`config.mk`:
```
export PLATFORM = sky130hd
export DESIGN_NAME = dffe_word_deserializer
export DESIGN_NICKNAME = d
export VERILOG_FILES = /design/src/rtl/dffe_word_deserializer.sv
export SDC_FILE = /design/constraint.sdc
export NUM_CORES = 1
export LEC_CHECK = 0
export ABC_AREA = 1
export BUFFER_PORTS_ARGS = -buffer_cell sky130_fd_sc_hd__buf_2
export CORE_AREA = 2 2 39 41
export DETAILED_ROUTE_END_ITERATION = 6
export DIE_AREA = 0 0 41 43
export HOLD_SLACK_MARGIN = 0.05
export PLACE_DENSITY = 0.53
export SETUP_SLACK_MARGIN = 0.05
export SYNTH_ARGS = -nofsm -noshare
export SYNTH_HDL_FRONTEND = slang
export SYNTH_SLANG_ARGS = --single-unit
```
`constraint.sdc`:
```
create_clock -name clk -period 1.5 [get_ports clk]
set_clock_uncertainty 0.15 [all_clocks]
set_input_delay 0.15 -clock clk [delete_from_list [all_inputs] [get_ports clk]]
set_output_delay 0.15 -clock clk [all_outputs]
set_load 0.05 [all_outputs]
```
`src/rtl/dffe_word_deserializer.sv`:
```
// Collects WIDTH enabled serial bits into a parallel word and holds it with a
// valid/ack handshake; a word that completes while the previous one is still held is dropped.
module dffe_word_deserializer #(
    parameter int WIDTH     = 4,
    parameter int MSB_FIRST = 1
) (
    input  logic             clk,
    input  logic             reset,
    input  logic             dIn,
    input  logic             dEnable,
    input  logic             ack,
    output logic [WIDTH-1:0] q,
    output logic             valid,
    output logic             busy,
    output logic             overrun
);
    localparam int CNT_W = (WIDTH > 1) ? $clog2(WIDTH) : 1;
    localparam logic [CNT_W-1:0] CNT_LAST = CNT_W'(WIDTH - 1);

    logic [WIDTH-1:0] sr_q, sr_d;
    logic [CNT_W-1:0] cnt_q, cnt_d;
    logic [WIDTH-1:0] word_q, word_d;
    logic             valid_q, valid_d;
    logic             overrun_q, overrun_d;
    logic [WIDTH-1:0] shifted;
    logic             complete;

    // Shifted value includes the current dIn, so a completed word is available on the sampling edge.
    genvar gi;
    generate
        for (gi = 0; gi < WIDTH; gi++) begin : g_shift
            if (MSB_FIRST != 0) begin : g_msb
                if (gi == 0) begin : g_in
                    assign shifted[gi] = dIn;
                end else begin : g_mv
                    assign shifted[gi] = sr_q[gi-1];
                end
            end else begin : g_lsb
                if (gi == WIDTH - 1) begin : g_in
                    assign shifted[gi] = dIn;
                end else begin : g_mv
                    assign shifted[gi] = sr_q[gi+1];
                end
            end
        end
    endgenerate

    assign complete = dEnable && (cnt_q == CNT_LAST);

    always_comb begin
        sr_d      = sr_q;
        cnt_d     = cnt_q;
        word_d    = word_q;
        valid_d   = valid_q;
        overrun_d = overrun_q;

        if (dEnable) begin
            sr_d  = shifted;
            cnt_d = complete ? '0 : cnt_q + CNT_W'(1);
        end

        if (complete) begin
            // A same-edge ack frees the output register for the new word.
            if (!valid_q || ack) begin
                word_d  = shifted;
                valid_d = 1'b1;
            end else begin
                overrun_d = 1'b1;
            end
        end else if (valid_q && ack) begin
            valid_d = 1'b0;
        end
    end

    always_ff @(posedge clk) begin
        if (reset) begin
            sr_q      <= '0;
            cnt_q     <= '0;
            word_q    <= '0;
            valid_q   <= 1'b0;
            overrun_q <= 1'b0;
        end else begin
            sr_q      <= sr_d;
            cnt_q     <= cnt_d;
            word_q    <= word_d;
            valid_q   <= valid_d;
            overrun_q <= overrun_d;
        end
    end

    assign q       = word_q;
    assign valid   = valid_q;
    assign busy    = (cnt_q != '0);
    assign overrun = overrun_q;
endmodule

```
# Word level (Yosys, flattened, before mapping)
# Index checks and enable logic that the tools add are counted.
[totals]
regBits = 11
wordCells = 22
[op_classes]
n_eq_ne = 2
addsub = 1
n_bitwise = 1
n_reduce_logical = 9
muxes = 4
[op_table]
columns = ["operator", "n"]
rows = [
  ["$reduce_and A2 Y1", 3],
  ["$reduce_bool A2 Y1", 2],
  ["$mux W1", 3],
  ["$add A2 B1 Y2 const B", 1],
  ["$eq A2 B2 Y1 const B", 1],
  ["$logic_and A1 B1 Y1", 2],
  ["$mux W2", 1],
  ["$ne A2 B1 Y1 const B", 1],
  ["$logic_not A1 Y1", 1],
  ["$logic_or A1 B1 Y1", 1],
  ["$not A1 Y1", 1],
]

# Depth between registers and ports, before layout
[depth]
ltp_word = 4
depth_mapped = 6

# Worst setup path after synthesis
# No wires, ideal clock.
[synth_path]
path_type = "register to register"
start = "register valid_q (netlist: valid)"
end = "register word_q[0] (netlist: q[0])"
slack_ns = 0.110
setup_ns = 0.117
stages_incl_launch_ff = 4
arrival_ns = 1.123
cell_sequence = "dfxtp_1 nand2_1 a21oi_1 nor2_1"
[synth_via]
elab_chain_cells = 3
[synth_rtl]
columns = ["element", "line_no", "text"]
rows = [
  ["start: declaration", "23", "logic valid_q, valid_d;"],
  ["start signal: assignment", "86", "valid_q <= valid_d;"],
  ["$logic_not A1 Y1", "64", "if (!valid_q || ack) begin"],
  ["$logic_or A1 B1 Y1", "64", ""],
  ["$reduce_and A2 Y1 (no line)", "--", ""],
  ["end signal: assignment", "85", "word_q <= word_d;"],
  ["end: declaration", "22", "logic [WIDTH-1:0] word_q, word_d;"],
]
# Every way passes these cells.
# A chain may end at the register's enable or synchronous reset.

# Worst setup path after layout
[layout_path]
start = "register cnt_q[0]"
end = "output port busy"
[layout_via]
elab_chain_cells = 1
[layout_rtl]
columns = ["element", "line_no", "text"]
rows = [
  ["start: declaration", "21", "logic [CNT_W-1:0] cnt_q, cnt_d;"],
  ["start signal: assignment", "84", "cnt_q <= cnt_d;"],
  ["$reduce_bool A2 Y1", "93", "assign busy = (cnt_q != '0);"],
  ["end: declaration", "14", "output logic busy,"],
]
# Every way passes these cells.

==> metrics.md <==
| Metric | Value |
|---|---|
| Detail Route Antenna Nets | 0 |
| Internal | 440.4 µW |
| Hold Path Sink | sr_q[0] |
| Total GRT Usage | 0.1164 |
| Routed WL | 854 µm |
| Slew Limit Fails | 0 |
| DR WL/cell | 9.385 µm |
| I/O Buffers | 11 |
| Switch share | 0.2659 |
| Pleak | 0.0002894 µW |
| # setup viols final | 0 |
| Final hold viol count | 0 |
| Max Clock Freq | 733.2 MHz |
| Delay of the slowest critical-path stage | 0.34 ns |
| Cell Area, Synth | 459.2 µm² |
| Syn nets | 65 |
| Hold Crit Start | dEnable |
| # DRC | 0 |
| Comb power frac | 0.149 |
| Worst Setup Path Type | register to output pin |
| I/O pins | 12 |
| Root Driver | clkbuf_4 |
| # Post-CTS Setup Buffers | 0 |
| Crit start category | register |
| RR Startpoint | cnt_q[0] |
| Worst Setup End Kind | output pin |
| Vias | 399 |
| Detailed placement HPWL | 589.2 µm |
| Synth cell types | 13 |
| Placement Setup Slack | 0.3216 ns |
| Critical Path RT | 1.20 ns |
| Buf/Inv on CP | 3 |
| First DRT Iteration DRCs | 9 |
| Reg2Reg Depth | 6 |
| Area of the die | 1763 µm² |
| Cell Rows | 14 |
| CP top delay family | flip-flops |
| Die Span Y | 43 µm |
| Antenna Diode Count | 0 |
| RSZ-0062 raised after global routing | false |
| Setup WS post-layout | 0.1362 ns |
| Worst-path cell chain | inv_1, ha_1, inv_1, buf_6 |
| Post-synthesis cell count | 58 |
| Mean post-synth cell area | 7.917 µm² |
| Most common cell after layout, fill and taps aside | a21oi_1 |
| Max IR drop VDD | 0.0004314 V |
| GPL Wtd Cong | 0.7147 |
| CTS tree | built |
| CP arrival | 1.06 ns |
| Die Wd | 41 µm |
| Layout cells sized above 1 | 0.2533 |
| Initial antenna violation count | 0 |
| Crit Path Max Fanout | 3 |
| Num CTS Buffers | 3 |
| Reg2reg end | q[3] |
| Number of global-route vias before repair | 321 |
| Final period util | 0.9092 |
| Initial Util | 0.3318 |
| Core Region | 1384 µm² |
| Setup TNS | 0 ns |
| Pwr Density | 1022 nW/µm² |
| Number of fill cells in the layout | 157 |
| DR vias/cell | 4.385 |
| Clk buf depth | 2 |
| First-pass GRT wire length | 1352 µm |
| Drt first pass iters | 4 |
| Flop pwr share | 0.520 |
| Worst Hold Class | input port to register |
| Worst skew pair latency | 0.27 ns |
| Commonest non-fill, non-tap cells in the layout | a21oi_1, dfxtp_1, buf_2, inv_1, nand2_1 |
| CTS Sinks | 11 |
| H-tree depth | 1 |
| P&R area growth vs syn | 27.79% |
| Slew @ Worst Pin | 0.2825 ns |
| Synth warn | 0 |
| Synthesis-stage register bit count | 11 |
| Total congestion overflow | 0 |
| Largest net degree at the start of global routing | 11 |
| CP most frequent cell | inv_1 |
| R2r setup slk | 0.34 ns |
| CP max-delay cell | dfxtp_2 |
| Register area share after synthesis | 0.4796 |
| Fin nets | 83 |
| Normalized max-slew margin | 0.8112 |
| Power, Total | 599.9 µW |
| Max-Cap Viols | 0 |
| Sw power | 159.6 µW |
| Clock power frac | 0.332 |
| Minimum clock period | 1.364 ns |
| Worst hold path depth | 2 |
| Clock transition at the registers of the reported paths | 0.07 ns |
| Status | finished, final reports clean |
metrics by stage:
step,util,instances,cell area (µm²),hold WS (ns)
2_1_floorplan,-,58,459.2,0.06907
3_3_place_gp,0.3779,84,523.0,0.2192
3_5_place_dp,0.3779,84,523.0,0.2243
4_1_cts,0.4204,91,581.8,0.07366
5_1_grt,0.4241,91,586.8,0.07706
6_report,0.4241,91,586.8,0.07512
power by group through the flow:
stage,Combinational (µW),Clock (µW),Sequential (µW)
floorplan,51.7,0,327
global placement,78.1,0,318
detailed placement,78.0,0,318
CTS,86.5,203,311
global route,98.5,226,313
finish,89.1,199,312
cells in the mapped netlist:
master,instances,area (µm²)
o21ai_1,4,20.02
nand3_1,5,25.02
ha_1,2,25.02
nand2_4,1,11.26
dfxtp_1,11,220.2
inv_4,1,6.260
nand2_1,6,22.52
a21oi_1,11,55.05
inv_2,2,7.510
nand4_1,1,6.260
inv_1,9,33.78
nor2_1,4,15.01
buf_6,1,11.26
flip-flops by register name (all words and copies together), names as in the netlist:
register,count
valid,1
sr_q,3
q,4
cnt_q,2
overrun,1
cells by family after synthesis:
| family | Yosys count | synth area share |
|---|---|---|
| adder cells (fa/ha/maj) | 2 | 0.05449 |
| flip-flops | 11 | 0.4796 |
| AND/OR/NAND/NOR | 17 | 0.1744 |
| buffers and inverters | 13 | 0.1281 |
| AO/OA/AOI/OAI | 15 | 0.1635 |
how the worst max path moves through the flow:
stage	depth (start not counted)	slack, ns	from	endpoint
3_5_place_dp	4	0.32	cnt_q[0]	busy
5_1_grt	4	0.07	cnt_q[1]	busy
2_1_floorplan	3	0.11	valid	q[0]
4_1_cts	4	0.09	cnt_q[0]	busy
6_report	4	0.14	cnt_q[0]	busy
3_3_place_gp	4	0.33	cnt_q[0]	busy
cell type report:
type                            count  area (µm²)  area share
Sequential cell                    11       221.5      0.3774
Multi-Input combinational cell     34       180.2      0.3070
Timing Repair Buffer               14       91.34      0.1557
Inverter                           12       47.55     0.08102
Clock buffer                        4       26.28     0.04478
Tap cell                           16       20.02     0.03412
per-layer routing:
metal | vias to the layer above | routed length (µm) | GRT usage
met5 | - | 0 | 0
met2 | 10 | 342 | 0.1250
li1 | 219 | - | -
met3 | 5 | 45 | 0.03141
met4 | 0 | 33 | 0.1000
met1 | 165 | 432 | 0.1782
repair_timing:
item / CTS / global route
gates resized for setup: 1 / 2
hold endpoints to repair: 4 / 0
setup endpoints to repair: 1 / 1
pin swaps: 0 / 0
hold buffers: 3 / 0
Note: power is estimated with default switching activity, not from simulation.
